### src/rtl/sr_stream_sequencer_pkg.sv
`default_nettype none
// ============================================================================
// Module : sr_stream_sequencer_pkg
// Brief  : State encoding and width helper shared by the stream sequencer.
// Rev    : 1.0  initial release
// ============================================================================
package sr_stream_sequencer_pkg;

    localparam int STATE_W = 3;

    localparam logic [STATE_W-1:0] S_IDLE  = 3'd0;
    localparam logic [STATE_W-1:0] S_FETCH = 3'd1;
    localparam logic [STATE_W-1:0] S_LOAD  = 3'd2;
    localparam logic [STATE_W-1:0] S_SETUP = 3'd3;
    localparam logic [STATE_W-1:0] S_HIGH  = 3'd4;
    localparam logic [STATE_W-1:0] S_SHIFT = 3'd5;
    localparam logic [STATE_W-1:0] S_LATCH = 3'd6;
    localparam logic [STATE_W-1:0] S_DONE  = 3'd7;

    // Index width that stays at least one bit for single-entry ranges.
    function automatic int aw_f(input int n);
        return (n <= 1) ? 1 : $clog2(n);
    endfunction

endpackage
`default_nettype wire

### src/rtl/sr_stream_sequencer.sv
`default_nettype none
// ============================================================================
// Module : sr_stream_sequencer
// Brief  : Fetches N_WORDS words, streams each MSB-first behind a divided
//          serial clock through shift_register, then strobes the latch.
// Rev    : 1.0  initial release
// ============================================================================
module sr_stream_sequencer
    import sr_stream_sequencer_pkg::*;
#(
    parameter int NB_REG  = 32,
    parameter int N_WORDS = 4,
    parameter int CLK_DIV = 4
) (
    input  logic                          clk,
    input  logic                          rst,
    input  logic                          i_start,
    input  logic                          i_abort,
    output logic                          o_busy,
    output logic                          o_done,
    output logic [aw_f(N_WORDS)-1:0]      o_word_addr,
    input  logic [NB_REG-1:0]             i_word,
    output logic                          o_sr_load,
    output logic                          o_sr_en,
    output logic [NB_REG-1:0]             o_sr_value,
    input  logic                          i_sr_done,
    output logic                          o_sclk,
    output logic                          o_latch
);

    localparam int            AW          = aw_f(N_WORDS);
    localparam int            CW          = aw_f(CLK_DIV);
    localparam logic [CW-1:0] C_DIV_LAST  = CW'(CLK_DIV - 1);
    localparam logic [AW-1:0] C_LAST_WORD = AW'(N_WORDS - 1);

    logic [STATE_W-1:0] state_q, state_d;
    logic [CW-1:0]      cnt_q, cnt_d;
    logic [AW-1:0]      idx_q, idx_d;
    logic               w_div_end;

    assign w_div_end = (cnt_q == C_DIV_LAST);

    always_ff @(posedge clk) begin
        if (rst) begin
            state_q <= S_IDLE;
            cnt_q   <= '0;
            idx_q   <= '0;
        end else begin
            state_q <= state_d;
            cnt_q   <= cnt_d;
            idx_q   <= idx_d;
        end
    end

    always_comb begin
        state_d = state_q;
        idx_d   = idx_q;
        case (state_q)
            S_IDLE: begin
                if (i_start) begin
                    state_d = S_FETCH;
                    idx_d   = '0;
                end
            end
            S_FETCH: state_d = S_LOAD;
            S_LOAD:  state_d = S_SETUP;
            S_SETUP: if (w_div_end) state_d = S_HIGH;
            S_HIGH:  if (w_div_end) state_d = S_SHIFT;
            S_SHIFT: begin
                if (!i_sr_done) begin
                    state_d = S_SETUP;
                end else if (idx_q == C_LAST_WORD) begin
                    state_d = S_LATCH;
                end else begin
                    state_d = S_FETCH;
                    idx_d   = idx_q + AW'(1);
                end
            end
            S_LATCH: if (w_div_end) state_d = S_DONE;
            S_DONE:  state_d = S_IDLE;
            default: state_d = S_IDLE;
        endcase
        if (i_abort) begin
            state_d = S_IDLE;
            idx_d   = '0;
        end
    end

    // Divider only runs in the timed states and restarts on any state change.
    always_comb begin
        cnt_d = '0;
        if ((state_q == S_SETUP || state_q == S_HIGH || state_q == S_LATCH) &&
            (state_d == state_q)) begin
            cnt_d = cnt_q + CW'(1);
        end
    end

    // Load/shift strobes are suppressed under abort so the shift register keeps its contents.
    always_comb begin
        o_busy    = (state_q != S_IDLE);
        o_done    = 1'b0;
        o_sr_load = 1'b0;
        o_sr_en   = 1'b0;
        o_sclk    = 1'b0;
        o_latch   = 1'b0;
        case (state_q)
            S_LOAD:  o_sr_load = ~i_abort;
            S_HIGH:  o_sclk    = 1'b1;
            S_SHIFT: o_sr_en   = ~i_sr_done & ~i_abort;
            S_LATCH: o_latch   = 1'b1;
            S_DONE:  o_done    = 1'b1;
            default: ;
        endcase
    end

    assign o_word_addr = idx_q;
    assign o_sr_value  = i_word;

endmodule
`default_nettype wire

### config.mk
export PLATFORM = sky130hd
export DESIGN_NAME = sr_stream_sequencer
export DESIGN_NICKNAME = d
export VERILOG_FILES = /design/src/rtl/sr_stream_sequencer_pkg.sv /design/src/rtl/sr_stream_sequencer.sv
export SDC_FILE = /design/constraint.sdc
export NUM_CORES = 1
export LEC_CHECK = 0
export BUFFER_PORTS_ARGS = -buffer_cell sky130_fd_sc_hd__buf_2
export CELL_PAD_IN_SITES_DETAIL_PLACEMENT = 1
export CELL_PAD_IN_SITES_GLOBAL_PLACEMENT = 2
export CORE_UTILIZATION = 16
export DETAILED_ROUTE_END_ITERATION = 16
export HOLD_SLACK_MARGIN = 0.12
export PLACE_DENSITY_LB_ADDON = 0.1
export SETUP_SLACK_MARGIN = 0.3
export SLEW_MARGIN = 20
export SYNTH_ARGS = -nofsm -noshare
export SYNTH_HDL_FRONTEND = slang
export SYNTH_SLANG_ARGS = --single-unit
### constraint.sdc
create_clock -name clk -period 2.07 [get_ports clk]
set_input_delay 0.1035 -clock clk [delete_from_list [all_inputs] [get_ports clk]]
set_output_delay 0.1035 -clock clk [all_outputs]
set_load 0.1 [all_outputs]
==> results.toml <==
[sta]
post-route-period-util = 0.786
fmax_ghz = 0.614
finalSetupViolCount = 0
slew_headroom = 0.673
rsz0062_at_grt = "false"
timing.final.ws_setup_ns = 0.443
skew_ns = 0.00263
drv_slew = 0
final.setup.tns_ns = 0
finalHoldViolations = 0
min_period_ns = 1.63
tightest_slew_ns = 0.493

[cts]
cts.sinks = 7
max-clock-path-buffers = 2
h-tree-depth = 1
cts_tree = "yes"
cts_setup_buffers = 0
clkLatencyLatePin_ns = 0.23
numCtsBuffers = 3
ctsHoldBuffers = 0
clkTransAtPathRegs_ns = 0.04
cts-root-buf = "clkbuf_8"

[power]
combPwrFrac = 0.123
p_int_mw = 0.285
peakVddDrop_uv = 106
p_leak_nw = 0.244
p_seq_frac = 0.374
p_clk_frac = 0.502
power.density_nw_per_um2 = 606
p_sw_mw = 0.102
swShare = 0.264

[setup_path]
worstPathRequired_ns = 1.97
path_delay_family = "flip-flops"
cp_cell_sequence = "nand3b_1 -> nor3_4 -> clkbuf_4"
crit_path_top_delay_cell = "dfxtp_1"
crit_type = "flop to output pin"
crit_buf_inv = 1
endpoint_kind = "output pin"
cpPeakStageDelay_ns = 0.59
start_kind = "flop"
arrival_ns = 1.52
cp_max_fo = 12

[global_routing]
grt_remaining_overflow = 0
grt_usage = 0.0754
grt_pass1_wl_mm = 2.53
grt_max_degree = 16
grt_pass1_vias = 516
antenna_found_initial = 0

[drt]
drc = 0
via_per_inst = 4.10
ant_nets = 0
drtIter0Drc = 7
wl_mm = 1.60
vias = 467
dr.pass1.iters = 4
wire_per_inst_um = 14.1

[final_layout]
final_common_cell = "buf_2"
n_fill_cell = 495
multi_input_area_um2 = 317
nets = 104
fin_area_um2 = 639
syn_to_final_growth_pct = -7.76
antenna_cells = 0
most-common-layout-cells = "10 x buf_2, 5 x dfxtp_1, 4 x a21oi_1"
drive_gt1_frac = 0.359
seq_area_um2 = 143
instances_no_fill = 114
utilization = 0.156

[placement]
place_area_um2 = 588
port_buffers = 12
gp_congestion = 0.611
dpl.cell_count = 110
hpwl_mm = 1.18
place_ws_ns = 0.552

[floorplanning]
io_pins = 77
core_area_um2 = 4090
die_w_um = 67.8
initial_core_util = 0.170
fp-row-count = 23
fp.dieH_um = 67.8
die_area_um2 = 4600

[worst_hold_path]
hold_class = "primary input to flop"

[synth]
synth_area_leaders = "buf_4 35%, dfxtp_1 20%, a2111oi_2 4.3%"
synth_seq_cells = 7
ys_seq_area_frac = 0.202
synth_nets = 122
synth_top_area_cell = "buf_4"
synthDistinctLibCells = 32
syn_area_per_cell_um2 = 8.35
synth_edf_count = 0
synth_top_area_share = 0.347
synthCells = 83
ys.flop_type = "dfxtp_1"
synthesis.area_um2 = 693
synth-warning-count = 0
ys_async_sr_fraction = 0

[run_status]
status = "finished, final reports clean"

[run]
drv_cap = 0
worst reg2reg max path, stage by stage (launching register included):
cell,delay (ns)
dfxtp_1,0.59
inv_1,0.20
or2_1,0.31
a2111oi_2,0.29
final cells by class:
type                       instances  area share
inverter                           2      0.0117
sequential                         7       0.223
clock buffer                       4      0.0705
multi-input combinational         39       0.495
tap                               50      0.0978
timing repair buffer              12       0.102
per-stage QoR:
stage                     hold WS [ns]  power [mW]
after floorplan                  0.291       0.473
after global placement           0.208       0.197
after detailed placement         0.208       0.196
after CTS                        0.171       0.397
after global routing             0.180       0.412
final                            0.173       0.387
path summary, 6_finish.rpt:
path | slack, ns | cells past startpoint | end | start
worst min register to register | 0.46 | 1 | cnt_q[0] | cnt_q[0]
worst max-delay path | 0.44 | 3 | o_sr_en | state_q[0]
worst min-delay path | 0.17 | 2 | state_q[0] | i_start
worst max register to register | 0.57 | 3 | cnt_q[1] | state_q[0]
sequential cells by signal, summed over array words and instances (netlist names):
| signal | flops |
|---|---|
| state_q | 3 |
| cnt_q | 2 |
| o_word_addr | 2 |
what timing repair did:
| item | 4_1_cts | 5_1_grt |
|---|---|---|
| resized for setup | 0 | 3 |
| endpoints found under the setup margin | 0 | 2 |
| endpoints found under the hold margin | 0 | 0 |
synth_stat cells, types with 2 or more instances:
master,count
nor3b_1,2
a2111oi_2,2
or3_1,2
a21oi_1,4
dfxtp_1,7
and3_1,2
nand2_1,3
inv_1,2
ha_1,2
buf_4,32
nand2b_1,3
nand3b_1,2
power groups by stage:
| stage | combinational, mW | clock [mW] | sequential, mW |
|---|---|---|---|
| final | 0.0478 | 0.195 | 0.145 |
| after CTS | 0.0486 | 0.203 | 0.145 |
| after global placement | 0.0496 | 0 | 0.148 |
| after floorplan | 0.332 | 0 | 0.141 |
| after detailed placement | 0.0485 | 0 | 0.148 |
| after global routing | 0.0516 | 0.215 | 0.146 |
cells by family after synthesis:
family	Yosys count	share of synthesized area
AO/OA/AOI/OAI	13	0.148
AND/OR/NAND/NOR	24	0.227
flip-flops	7	0.202
adder cells (fa/ha/maj)	2	0.0361
buffers and inverters	37	0.386
per-layer routing:
metal,up-vias,GRT usage,wire length [µm]
met5,-,0,0
met4,0,0.0495,25
met3,6,0.0167,139
met2,37,0.120,762
met1,206,0.0905,677
li1,218,-,-
(Power assumes the default switching activity.)
